--- src/rtl/motor_pkg.sv ---
// Shared constants for the H-bridge PWM controller: wheel mode codes,
// per-side state encoding and bridge direction pin patterns.
package motor_pkg;

  localparam logic [1:0] MODE_OFF  = 2'd0;
  localparam logic [1:0] MODE_FWD  = 2'd1;
  localparam logic [1:0] MODE_BWD  = 2'd2;
  localparam logic [1:0] MODE_OFF3 = 2'd3;

  typedef enum logic [1:0] {
    STOP  = 2'd0,
    DRIVE = 2'd1,
    DEAD  = 2'd2
  } side_state_e;

  localparam logic [1:0] IN_FWD   = 2'b10;
  localparam logic [1:0] IN_BWD   = 2'b01;
  localparam logic [1:0] IN_COAST = 2'b00;

  function automatic logic [1:0] dir_to_in(input logic bwd);
    return bwd ? IN_BWD : IN_FWD;
  endfunction

endpackage

--- src/rtl/motor_side.sv ---
// One wheel: STOP/DRIVE/DEAD sequencing, soft-start duty ramp, reversal
// coast interval and the registered PWM comparator.
module motor_side #(
  parameter int PWM_BITS     = 10,
  parameter int RAMP_START   = 512,
  parameter int RAMP_STEP    = 64,
  parameter int DUTY_TARGET  = 1000,
  parameter int DEAD_PERIODS = 4
) (
  input  logic                clk,
  input  logic                rst,
  input  logic [1:0]          i_mode,
  input  logic [PWM_BITS-1:0] i_pwm_cnt,
  input  logic                i_period_end,
  output logic                o_en,
  output logic [1:0]          o_in
);
  import motor_pkg::*;

  localparam int DEAD_W = $clog2(DEAD_PERIODS + 1);
  localparam logic [PWM_BITS-1:0] L_START  = PWM_BITS'(RAMP_START);
  localparam logic [PWM_BITS:0]   L_STEP   = (PWM_BITS + 1)'(RAMP_STEP);
  localparam logic [PWM_BITS:0]   L_TARGET = (PWM_BITS + 1)'(DUTY_TARGET);
  localparam logic [DEAD_W-1:0]   L_DEAD   = DEAD_W'(DEAD_PERIODS);

  side_state_e         r_state, w_state;
  logic                r_bwd, w_bwd;
  logic [PWM_BITS-1:0] r_duty, w_duty;
  logic [DEAD_W-1:0]   r_dead, w_dead;
  logic [1:0]          r_in, w_in;
  logic                r_en;
  logic                w_is_fwd, w_is_bwd;
  logic [PWM_BITS:0]   w_ramp;

  assign w_is_fwd = (i_mode == MODE_FWD);
  assign w_is_bwd = (i_mode == MODE_BWD);
  // Ramp sum is one bit wider so the saturation compare cannot wrap.
  assign w_ramp   = {1'b0, r_duty} + L_STEP;

  always_comb begin
    w_state = r_state;
    w_bwd   = r_bwd;
    w_duty  = r_duty;
    w_dead  = r_dead;
    w_in    = r_in;
    case (r_state)
      STOP: begin
        if (w_is_fwd || w_is_bwd) begin
          w_state = DRIVE;
          w_bwd   = w_is_bwd;
          w_duty  = L_START;
          w_in    = dir_to_in(w_is_bwd);
        end else begin
          w_duty = '0;
          w_in   = IN_COAST;
        end
      end
      DRIVE: begin
        if (!(w_is_fwd || w_is_bwd)) begin
          w_state = STOP;
          w_duty  = '0;
          w_in    = IN_COAST;
        end else if (w_is_bwd != r_bwd) begin
          w_state = DEAD;
          w_duty  = '0;
          w_in    = IN_COAST;
          w_dead  = L_DEAD;
        end else if (i_period_end) begin
          w_duty = (w_ramp > L_TARGET) ? L_TARGET[PWM_BITS-1:0] : w_ramp[PWM_BITS-1:0];
        end else begin
          w_in = dir_to_in(r_bwd);
        end
      end
      DEAD: begin
        // Release only on a period boundary after the counter has drained,
        // so the coast always spans DEAD_PERIODS whole periods.
        if (!(w_is_fwd || w_is_bwd)) begin
          w_state = STOP;
          w_duty  = '0;
          w_in    = IN_COAST;
        end else if (i_period_end && (r_dead == '0)) begin
          w_state = DRIVE;
          w_bwd   = w_is_bwd;
          w_duty  = L_START;
          w_in    = dir_to_in(w_is_bwd);
        end else if (i_period_end) begin
          w_dead = r_dead - DEAD_W'(1);
        end else begin
          w_in = IN_COAST;
        end
      end
      default: begin
        w_state = STOP;
        w_duty  = '0;
        w_dead  = '0;
        w_in    = IN_COAST;
      end
    endcase
  end

  always_ff @(posedge clk or negedge rst) begin
    if (!rst) begin
      r_state <= STOP;
      r_bwd   <= 1'b0;
      r_duty  <= '0;
      r_dead  <= '0;
      r_in    <= IN_COAST;
      r_en    <= 1'b0;
    end else begin
      r_state <= w_state;
      r_bwd   <= w_bwd;
      r_duty  <= w_duty;
      r_dead  <= w_dead;
      r_in    <= w_in;
      r_en    <= (i_pwm_cnt < r_duty);
    end
  end

  assign o_en = r_en;
  assign o_in = r_in;

endmodule

--- src/rtl/motor_pwm_ctrl.sv ---
// Dual-wheel L298 driver: shared prescaler and PWM counter feeding two
// independent motor_side instances.
module motor_pwm_ctrl #(
  parameter int PRESCALE     = 10,
  parameter int PWM_BITS     = 10,
  parameter int RAMP_START   = 512,
  parameter int RAMP_STEP    = 64,
  parameter int DUTY_TARGET  = 1000,
  parameter int DEAD_PERIODS = 4
) (
  input  logic       clk,
  input  logic       rst,
  input  logic [1:0] l_mode,
  input  logic [1:0] r_mode,
  output logic [1:0] pwm,
  output logic [1:0] l_IN,
  output logic [1:0] r_IN
);
  import motor_pkg::*;

  localparam int PRESC_W = (PRESCALE > 1) ? $clog2(PRESCALE) : 1;
  localparam logic [PRESC_W-1:0] PRESC_MAX = PRESC_W'(PRESCALE - 1);

  logic [PRESC_W-1:0]  r_presc;
  logic [PWM_BITS-1:0] r_pwm_cnt;
  logic                w_tick, w_period_end, w_l_en, w_r_en;

  assign w_tick       = (r_presc == PRESC_MAX);
  assign w_period_end = w_tick && (r_pwm_cnt == '1);

  always_ff @(posedge clk or negedge rst) begin
    if (!rst) begin
      r_presc   <= '0;
      r_pwm_cnt <= '0;
    end else if (w_tick) begin
      r_presc   <= '0;
      r_pwm_cnt <= r_pwm_cnt + PWM_BITS'(1);
    end else begin
      r_presc   <= r_presc + PRESC_W'(1);
      r_pwm_cnt <= r_pwm_cnt;
    end
  end

  motor_side #(
    .PWM_BITS(PWM_BITS), .RAMP_START(RAMP_START), .RAMP_STEP(RAMP_STEP),
    .DUTY_TARGET(DUTY_TARGET), .DEAD_PERIODS(DEAD_PERIODS)
  ) u_left (
    .clk(clk), .rst(rst), .i_mode(l_mode), .i_pwm_cnt(r_pwm_cnt),
    .i_period_end(w_period_end), .o_en(w_l_en), .o_in(l_IN)
  );

  motor_side #(
    .PWM_BITS(PWM_BITS), .RAMP_START(RAMP_START), .RAMP_STEP(RAMP_STEP),
    .DUTY_TARGET(DUTY_TARGET), .DEAD_PERIODS(DEAD_PERIODS)
  ) u_right (
    .clk(clk), .rst(rst), .i_mode(r_mode), .i_pwm_cnt(r_pwm_cnt),
    .i_period_end(w_period_end), .o_en(w_r_en), .o_in(r_IN)
  );

  assign pwm = {w_l_en, w_r_en};

endmodule

--- config.mk ---
export PLATFORM = sky130hd
export DESIGN_NAME = motor_pwm_ctrl
export DESIGN_NICKNAME = d
export VERILOG_FILES = /design/src/rtl/motor_pkg.sv /design/src/rtl/motor_side.sv /design/src/rtl/motor_pwm_ctrl.sv
export SDC_FILE = /design/constraint.sdc
export NUM_CORES = 1
export LEC_CHECK = 0
export ABC_CLOCK_PERIOD_IN_PS = 2200
export CAP_MARGIN = 20
export CELL_PAD_IN_SITES_DETAIL_PLACEMENT = 0
export CELL_PAD_IN_SITES_GLOBAL_PLACEMENT = 1
export CORE_UTILIZATION = 45
export CTS_BUF_LIST = sky130_fd_sc_hd__clkbuf_4 sky130_fd_sc_hd__clkbuf_8 sky130_fd_sc_hd__clkbuf_16
export CTS_CLUSTER_DIAMETER = 30
export CTS_CLUSTER_SIZE = 28
export DETAILED_ROUTE_END_ITERATION = 8
export HOLD_SLACK_MARGIN = 0.05
export PLACE_DENSITY = 0.85
export SLEW_MARGIN = 20
export SYNTH_ARGS = -nofsm -noshare
export SYNTH_HDL_FRONTEND = slang
export SYNTH_SLANG_ARGS = --single-unit
--- constraint.sdc ---
create_clock -name clk -period 2.2 [get_ports clk]
set_clock_uncertainty 0.1 [all_clocks]
set_input_delay 0.44 -clock clk [delete_from_list [all_inputs] [get_ports clk]]
set_output_delay 0.44 -clock clk [all_outputs]
set_load 0.005 [all_outputs]
# Word-level counts from Yosys, hierarchy flattened
# Index checks and enable logic that the tools add are counted.
[word_totals]
rom_bits = 0
latch_bits = 0
output_inout_bits = 6
memories = 0
word_cells = 151
reg_bits = 52
ram_bits = 0
[op_classes]
n_eq_ne = 36
magnitude_cmp = 4
bitwise = 2
n_reduce_logical = 21
shift = 0
addsub = 6
n_mul = 0
muxes = 68
div_mod_pow = 0
[ops]
columns = ["op", "n"]
rows = [
  ["10-bit 2-to-1 mux", 14],
  ["10-bit one-hot mux with 3 select lines", 2],
  ["2-bit 2-to-1 mux", 27],
  ["3-bit 2-to-1 mux", 10],
  ["2-bit one-hot mux with 3 select lines", 4],
  ["10-bit by 7-bit adder with 11-bit output (second input constant)", 2],
  ["11-bit by 10-bit > comparator with 1-bit output (second input constant)", 2],
  ["2-bit by 1-bit inequality test with 1-bit output (second input constant)", 11],
  ["10-bit less-than comparator", 2],
  ["4-bit inequality test (second input constant)", 5],
  ["3-bit one-hot mux with 3 select lines", 2],
  ["3-bit inequality test (second input constant)", 4],
  ["6-bit AND reduction", 2],
  ["10-bit by 1-bit adder with 10-bit output (second input constant)", 1],
  ["10-bit equality test (second input constant)", 1],
  ["2-bit by 1-bit equality test with 1-bit output (second input constant)", 4],
  ["2-bit equality test (second input constant)", 4],
  ["2-bit AND reduction", 4],
  ["4-bit AND reduction", 2],
  ["3-bit zero test", 2],
  ["1-bit 2-to-1 mux", 6],
  ["2-bit inequality test (second input constant)", 3],
  ["3-bit AND reduction", 2],
  ["3-bit by 1-bit subtractor with 3-bit output (second input constant)", 2],
  ["11 further kinds", 19],
]

# Depth between registers and ports, before layout
# Gate-level depths: netlist (run 1).
[logic_depth]
word_depth = 7
depth_mapped = 9
depth_no_buf = 9

# Hierarchy
# From an unflattened synthesis (run 1), not the netlist that was laid out.
[unflattened]
hier_cells = 297
area_unflattened_um2 = 2937.8
[by_module_without_submodules]
columns = ["module", "seq_area_each_um2", "cells_per_inst", "area_each_um2", "instances"]
rows = [
  ["motor_side at u_left", 350.3, 121, 1163.6, 1],
  ["motor_side at u_right", 350.3, 117, 1122.3, 1],
  ["motor_pwm_ctrl", 350.3, 59, 651.9, 1],
]

# Least setup slack after synthesis (run 1)
# Ideal clock, no wire load.
[synth_timing]
path_kind = "input to register"
start = "in l_mode[0]"
end = "reg u_left.r_duty[3]"
arrival_time_ns = 2.002
cell_stages = 8
setup_slack_ns = -0.023
path_cell_list = "inv_1 ha_1 inv_1 ha_1 nand2b_1 a2111oi_4 nor2_1 o22a_1"
[synth_between]
elab_chain_len = 5
word_cells_on_any_way = 11
classes_between = "eq/ne: 5; mux: 4; reduce/logical: 2"
[synth_lines]
columns = ["item", "line", "text"]
rows = [
  ["start, declared", "motor_pwm_ctrl.sv:13", "input logic [1:0] l_mode,"],
  ["2-bit equality test", "motor_side.sv:36", "assign w_is_bwd = (i_mode == MODE_BWD);"],
  ["1-bit inequality test", "motor_side.sv:63", "end else if (w_is_bwd != r_bwd) begin"],
  ["10-bit 2-to-1 mux", "motor_side.sv:63", ""],
  ["10-bit 2-to-1 mux", "motor_side.sv:59", "if (!(w_is_fwd || w_is_bwd)) begin"],
  ["10-bit one-hot mux with 3 select lines", "motor_side.sv:46", "case (r_state)"],
  ["end signal, assigned", "motor_side.sv:112", "r_duty <= w_duty;"],
  ["end, declared", "motor_side.sv:28", "logic [PWM_BITS-1:0] r_duty, w_duty;"],
]
# Several ways; a longest one is shown, not always the timed one.
# A chain may end at the register's enable or synchronous reset.

# Final worst setup path (run 1)
[layout_timing]
start = "in l_mode[1]"
end = "reg u_left.r_duty[9]"
# Same word-level chain as after synthesis.

==> impl_metrics.env, run 1 <==
export IMPL_grt_setup_unrepaired="yes"
export IMPL_die_y_um=83.7
export IMPL_syn_num_nets=364
export IMPL_vias=2487
export IMPL_layout_nets=417
export IMPL_ir_drop_mv=0.419
export IMPL_seq_area_mm2=0.00105
export IMPL_die_x_um=83.7
export IMPL_tns_ns=0
export IMPL_die_area_mm2=0.00701
export IMPL_fin_crit_sh=0.981
export IMPL_tightest_slew_ns=0.537
export IMPL_avgViaCountPerCell=5.55
export IMPL_synth_seq_area_share=0.350
export IMPL_clk_pin_slew_worst_paths_ns=0.08
export IMPL_synthDistinctLibCells=57
export IMPL_required_ns=2.29
export IMPL_worst_path_max_fanout=5
export IMPL_clockBufferDepth=2
export IMPL_dp_slack_ns=-0.447
export IMPL_overflow=0
export IMPL_outcome="finished clean"
export IMPL_n_fill_cell=564
export IMPL_cts_sinks=42
export IMPL_cts_max_level=2
export IMPL_hold_violations=0
export IMPL_layout_commonest_cell="dfrtp_1"
export IMPL_dr_pass1_iters=4
export IMPL_path_cells="clkdlybuf4s50_1 > ha_2 > inv_2 > ha_4 > nand2b_4 > a2111oi_4 > buf_4 > nand2_1 > o41ai_1"
export IMPL_fmax_ghz=0.463
export IMPL_cp_slowest_cell="clkdlybuf4s50_1"
export IMPL_utilization=0.571
export IMPL_cts_root_buf="clkbuf_8"
export IMPL_area_growth_pct=21.4
export IMPL_syn_area_mm2=0.00300
export IMPL_detail_route_wl_per_cell_um=14.4
export IMPL_antenna_found_initial=0
export IMPL_ys_seq_elements=42
export IMPL_startpoint_type="primary input"
export IMPL_antenna_diode_count=0
export IMPL_arrival_ns=2.24
export IMPL_grt_usage=0.194
export IMPL_slew_headroom=0.642
export IMPL_drt_iter0_drc=114
export IMPL_initial_core_util=0.470
export IMPL_hpwl_mm=4.77
export IMPL_grt_first_pass_wirelength_mm=11.2
export IMPL_crit_type="primary input to flop"
export IMPL_coreArea_mm2=0.00639
export IMPL_p_leak_nw=1.68
export IMPL_io_buffers=11
export IMPL_period_minus_slack_ns=2.16
export IMPL_p_per_area_mw_per_mm2=760
export IMPL_setup_viol=0
export IMPL_synth_ff_type="dfrtp_1"
export IMPL_layout_drive_gt1_share=0.197
export IMPL_grt_start_max_net_pins=43
export IMPL_synth_edf_count=0
export IMPL_end_kind="flop"
export IMPL_multiInputGateArea_mm2=0.00185
export IMPL_syn_inst=317
export IMPL_syn_avg_cell_area_um2=9.48
export IMPL_final_cell_mix="dfrtp_1 (42), buf_4 (41), ha_1 (36)"
export IMPL_maxCapViolations=0
export IMPL_io_pins=12
export IMPL_fin_ws_ns=0.0420
export IMPL_wl_mm=6.44
export IMPL_cts_hold_buf=0
export IMPL_drc_errors=0
export IMPL_cts_tree="built"
export IMPL_slowest_delay_ns=0.51
export IMPL_rows=29
export IMPL_cp_startpoint="l_mode[1]"
export IMPL_ant_nets=0
export IMPL_insertion_delay_ns=0.29
export IMPL_gp_congestion=0.918
export IMPL_ys_warn_count=0
export IMPL_async_flop_share=1.00
export IMPL_grt_pass1_vias=2427
export IMPL_numCtsBuffers=5
export IMPL_hp_class="primary input to asynchronous set/reset pin"
export IMPL_r2r_start="r_presc[2]$_DFF_PN0_"
export IMPL_slew_viol_final=0
-- through the flow --
stage               std cells  hold WS, ns  instance area [um^2]  power, W
detailed placement        438        0.385                  3470   0.00219
global placement          438        0.378                  3470   0.00217
global route              448        0.144                  3650   0.00299
finish                    448        0.104                  3650   0.00277
floorplan                 317       0.0444                  3000   0.00174
CTS                       447        0.125                  3610   0.00277
-- final timing paths --
check / end / slack, ns / cells after the start
max reg2reg: u_right.o_in[1]$_DFFE_PN0P_ / 0.12 / 5
min in group clk: u_right.o_in[1]$_DFFE_PN0P_ / 0.40 / 1
min reg2reg: u_right.o_in[1]$_DFFE_PN0P_ / 0.40 / 1
max in group asynchronous: u_left.r_duty[6]$_DFFE_PN0P_ / 1.53 / 2
max: u_left.r_duty[9]$_DFFE_PN0P_ / 0.04 / 9
min: u_right.o_in[0]$_DFFE_PN0P_ / 0.10 / 2
-- flip-flops by register name (all words and copies together) (netlist names), 2 cells and up --
signal           flops
r_pwm_cnt           10
u_left.r_duty        5
u_right.r_duty       5
r_presc              4
u_left.r_dead        3
u_right.r_dead       3
u_left.o_in          2
u_left.r_state       2
u_right.o_in         2
u_right.r_state      2
-- kinds of logic after synthesis --
| kind of cell | share of synthesized area |
|---|---|
| compound gates | 0.175 |
| xor+xnor | 0.0292 |
| fa+ha+maj | 0.174 |
| buf+inv | 0.0566 |
| flops | 0.350 |
| mux | 0.0354 |
| simple gates | 0.180 |
-- layout make-up --
class | count | share of cell area
clock inverter | 2 | 0.00343
inverter | 37 | 0.0381
multi-input combinational | 232 | 0.507
tap | 77 | 0.0264
sequential | 42 | 0.288
timing repair buffer | 52 | 0.115
clock buffer | 6 | 0.0226
-- report_power, final --
group,switching (W),internal (W),total (W)
sequential,0.000100,0.000894,0.000994
clock,0.000263,0.000252,0.000515
combinational,0.000658,0.000606,0.00126
total,0.00102,0.00175,0.00277
-- cell usage after synthesis (3+ instances only) --
| master | n | share of area |
|---|---|---|
| xnor2_1 | 8 | 0.023 |
| a22o_1 | 3 | 0.0087 |
| nor4_1 | 5 | 0.010 |
| nor2_1 | 15 | 0.019 |
| mux2i_1 | 5 | 0.017 |
| mux2_2 | 5 | 0.019 |
| nand4_1 | 7 | 0.015 |
| nand3_1 | 14 | 0.023 |
| ha_1 | 41 | 0.17 |
| o21ai_0 | 17 | 0.028 |
| a211o_1 | 3 | 0.0087 |
| a21oi_1 | 13 | 0.022 |
| nor3_1 | 10 | 0.017 |
| nor2b_1 | 5 | 0.010 |
| nand2_1 | 25 | 0.031 |
| a211oi_1 | 4 | 0.010 |
| clkbuf_1 | 3 | 0.0037 |
| and2_1 | 4 | 0.0083 |
| nand2b_1 | 3 | 0.0062 |
| inv_1 | 37 | 0.046 |
| dfrtp_1 | 42 | 0.35 |
-- routing by layer --
layer  global-route usage  share of wire
met5                    0              0
met4               0.0416          0.010
met3               0.0326          0.023
met2                0.313           0.46
met1                0.273           0.51
-- what timing repair did --
action / CTS / global route
resized for setup: 10 / 8
hold endpoints to repair: 0 / 0
setup endpoints to repair: 14 / 19
buffers inserted: 1 / 1
pin swaps: 2 / 1
-- worst max-delay path: cells and delay by family --
kind / cells / cell delay, ns
buffers and inverters: 3 / 0.77
AO/OA/AOI/OAI: 2 / 0.37
AND/OR/NAND/NOR: 2 / 0.21
adder cells (fa/ha/maj): 2 / 0.44
Power figures use the tool's default switching activity.
==> run 2, diff against run 1 <==
--- a/config.mk
+++ b/config.mk
@@ -5,6 +5,7 @@
 export SDC_FILE = /design/constraint.sdc
 export NUM_CORES = 1
 export LEC_CHECK = 0
+export ABC_AREA = 1
 export ABC_CLOCK_PERIOD_IN_PS = 2200
 export CAP_MARGIN = 20
 export CELL_PAD_IN_SITES_DETAIL_PLACEMENT = 0
@@ -15,7 +16,7 @@
 export CTS_CLUSTER_SIZE = 28
 export DETAILED_ROUTE_END_ITERATION = 8
 export HOLD_SLACK_MARGIN = 0.05
-export PLACE_DENSITY = 0.85
+export PLACE_DENSITY = 0.87
 export SLEW_MARGIN = 20
 export SYNTH_ARGS = -nofsm -noshare
 export SYNTH_HDL_FRONTEND = slang
==> run 2 against run 1 <==
Hold slack gained 0.29 ns. Count of clock-buffer cells in the layout down 1. Clock power rose by 47%. Wire length fell by 2.4%. Maximum frequency rose by 6.0%. Critical path type unchanged. Register-to-register slack better by 0.24 ns. Global-route usage decreased by 0.59 points. Largest power group unchanged. Sequential share of layout area is 0.18 points higher. Sequential cell count stayed put. Total power is 16% higher. Area after synthesis is 3.5% higher.
==> impl_metrics.env, run 2 <==
export IMPL_outcome="finished clean"
export IMPL_top_regs="r_pwm_cnt: 10 flops, u_left.r_duty: 5 flops, u_right.r_duty: 5 flops"
export IMPL_grt_usage=0.188
export IMPL_gp_congestion=0.880
export IMPL_grt_setup_unrepaired="no"
export IMPL_antenna_found_initial=0
export IMPL_die_area_mm2=0.00725
export IMPL_grt_pass1_vias=2431
export IMPL_cts_root_buf="clkbuf_8"
export IMPL_initial_core_util=0.479
export IMPL_end_kind="flop"
export IMPL_antenna_diode_count=0
export IMPL_grt_start_max_net_pins=20
export IMPL_required_ns=2.32
export IMPL_cts_max_level=2
export IMPL_syn_inst=398
export IMPL_crit_type="primary input to flop"
export IMPL_slew_headroom=0.698
export IMPL_syn_avg_cell_area_um2=7.82
export IMPL_drt_iter0_drc=62
export IMPL_hold_path_depth=2
export IMPL_fmax_ghz=0.491
export IMPL_ff2ff_path_depth=10
export IMPL_die_y_um=85.1
export IMPL_async_flop_share=1.00
export IMPL_layout_drive_gt1_share=0.147
export IMPL_hold_violations=0
export IMPL_detail_route_wl_per_cell_um=12.3
export IMPL_hp_start="u_left.r_dead[2]$_DFFE_PN0P_"
export IMPL_avgViaCountPerCell=5.05
export IMPL_r2r_start="r_pwm_cnt[0]$_DFFE_PN0N_"
export IMPL_area_growth_pct=16.5
export IMPL_synth_ff_type="dfrtp_1"
export IMPL_syn_area_mm2=0.00311
export IMPL_drc_errors=0
export IMPL_numCtsBuffers=5
export IMPL_layout_commonest_cell="nand2_1"
export IMPL_hpwl_mm=4.91
export IMPL_regMostFlops="r_pwm_cnt"
export IMPL_wl_mm=6.29
export IMPL_synth_edf_count=0
export IMPL_fin_crit_sh=0.925
export IMPL_cts_sinks=42
export IMPL_whs_ns=0.393
export IMPL_ys_warn_count=0
export IMPL_die_x_um=85.1
export IMPL_multiInputGateArea_mm2=0.00182
export IMPL_hp_class="flop to flop"
export IMPL_overflow=0
export IMPL_utilization=0.558
export IMPL_busiest_layer="met2"
export IMPL_final_cell_mix="nand2_1 (91), inv_1 (61), dfrtp_1 (42)"
export IMPL_p_leak_nw=1.87
export IMPL_insertion_delay_ns=0.31
export IMPL_met1_usage=0.256
export IMPL_yosysTopAreaCell="dfrtp_1"
export IMPL_arrival_ns=2.16
export IMPL_synth_area_leaders="dfrtp_1 (34%), ha_1 (16%), nand2_1 (11%)"
export IMPL_clockBufferDepth=2
export IMPL_yosys_cell_count_top_type="nand2_1"
export IMPL_io_buffers=11
export IMPL_clk_pin_slew_worst_paths_ns=0.09
export IMPL_p_per_area_mw_per_mm2=887
export IMPL_ant_nets=0
export IMPL_seq_area_mm2=0.00105
export IMPL_reg2reg_slack_ns=0.36
export IMPL_place_area_mm2=0.00345
export IMPL_maxCapViolations=0
export IMPL_fin_area_mm2=0.00362
export IMPL_grt_util_met3=0.0321
export IMPL_startpoint_type="primary input"
export IMPL_dr_pass1_iters=4
export IMPL_reg2reg_to="u_right.r_duty[9]$_DFFE_PN0P_"
export IMPL_period_minus_slack_ns=2.04
export IMPL_synth_top_area_share=0.338
export IMPL_ir_drop_mv=0.478
export IMPL_tightest_slew_ns=0.453
export IMPL_io_pins=12
export IMPL_synth_top_cells_by_count="nand2_1 (91), inv_1 (62), dfrtp_1 (42)"
export IMPL_worst_path_max_fanout=7
export IMPL_largest_register_ff_count=10
export IMPL_synth_seq_area_share=0.338
export IMPL_layout_nets=482
export IMPL_setup_viol=0
export IMPL_synthDistinctLibCells=32
export IMPL_grt_first_pass_wirelength_mm=11.0
export IMPL_vias=2593
export IMPL_slew_viol_final=0
export IMPL_coreArea_mm2=0.00649
export IMPL_syn_num_nets=445
export IMPL_min_to="u_left.r_dead[2]$_DFFE_PN0P_"
export IMPL_rows=29
export IMPL_cts_tree="built"
export IMPL_ys_seq_elements=42
export IMPL_met2_usage=0.309
export IMPL_n_fill_cell=612
[run 2: worst max-delay path by stage]
stage	slack (ns)	start	depth (start not counted)	endpoint
2_1_floorplan	0.25	l_mode[0]	11	u_left.r_duty[9]$_DFFE_PN0P_
3_3_place_gp	-0.20	l_mode[0]	11	u_left.r_dead[1]$_DFFE_PN0P_
3_5_place_dp	-0.24	r_mode[0]	11	u_right.r_duty[3]$_DFFE_PN0P_
4_1_cts	0.08	r_mode[0]	11	u_right.r_duty[3]$_DFFE_PN0P_
5_1_grt	0.003	l_mode[0]	13	u_left.r_duty[3]$_DFFE_PN0P_
6_report	0.16	l_mode[0]	11	u_left.o_in[1]$_DFFE_PN0P_
[run 2: report_power, final]
group / switching (W) / total [W] / internal, W
clock: 0.000303 / 0.000758 / 0.000455
combinational: 0.000798 / 0.00140 / 0.000603
sequential: 0.000127 / 0.00106 / 0.000928
total: 0.00123 / 0.00321 / 0.00199
[run 2: per-layer routing]
metal / part of all wire / wire [um] / vias to the layer above
met5: 0 / 0 / -
met4: 0.0097 / 61 / 0
met3: 0.024 / 153 / 5
met2: 0.47 / 2950 / 30
met1: 0.50 / 3120 / 1189
li1: - / - / 1369
[run 2: per-stage QoR]
step / cells / worst slack [ns] / power [W] / setup TNS (ns)
floorplan: 398 / 0.252 / 0.00201 / 0
finish: 513 / 0.165 / 0.00321 / 0
global placement: 504 / -0.195 / 0.00243 / -3.18
detailed placement: 504 / -0.239 / 0.00244 / -3.81
global route: 513 / 0.00298 / 0.00349 / 0
CTS: 513 / 0.0837 / 0.00322 / 0
[run 2: area by class of cell]
type,count,share of cell area
multi-input combinational,288,0.501
sequential,42,0.290
timing repair buffer,33,0.0767
inverter,65,0.0673
tap,77,0.0266
clock buffer,5,0.0190
clock inverter,3,0.0190
[run 2: cell families after synthesis]
kind of cell | after synthesis | share of synthesized area
xor+xnor | 12 | 0.0338
fa+ha+maj | 41 | 0.165
buf+inv | 68 | 0.0857
compound gates | 60 | 0.109
flops | 42 | 0.338
simple gates | 175 | 0.269
[run 2: repair_timing]
action / CTS / global route
endpoints found under the hold margin: 17 / 0
setup endpoints to repair: 0 / 11
setup buffers: 0 / 0
resized for setup: 0 / 10
hold buffers: 1 / 0
[run 2: critical path, cell delays in order]
cell and delay (ns):
clkdlybuf4s50_1 0.47, inv_1 0.06, buf_4 0.13, ha_1 0.32
inv_1 0.19, nand2_1 0.11, nor2_1 0.10, nand3_1 0.08
nand2_1 0.06, nand2_1 0.04, o21ai_0 0.16
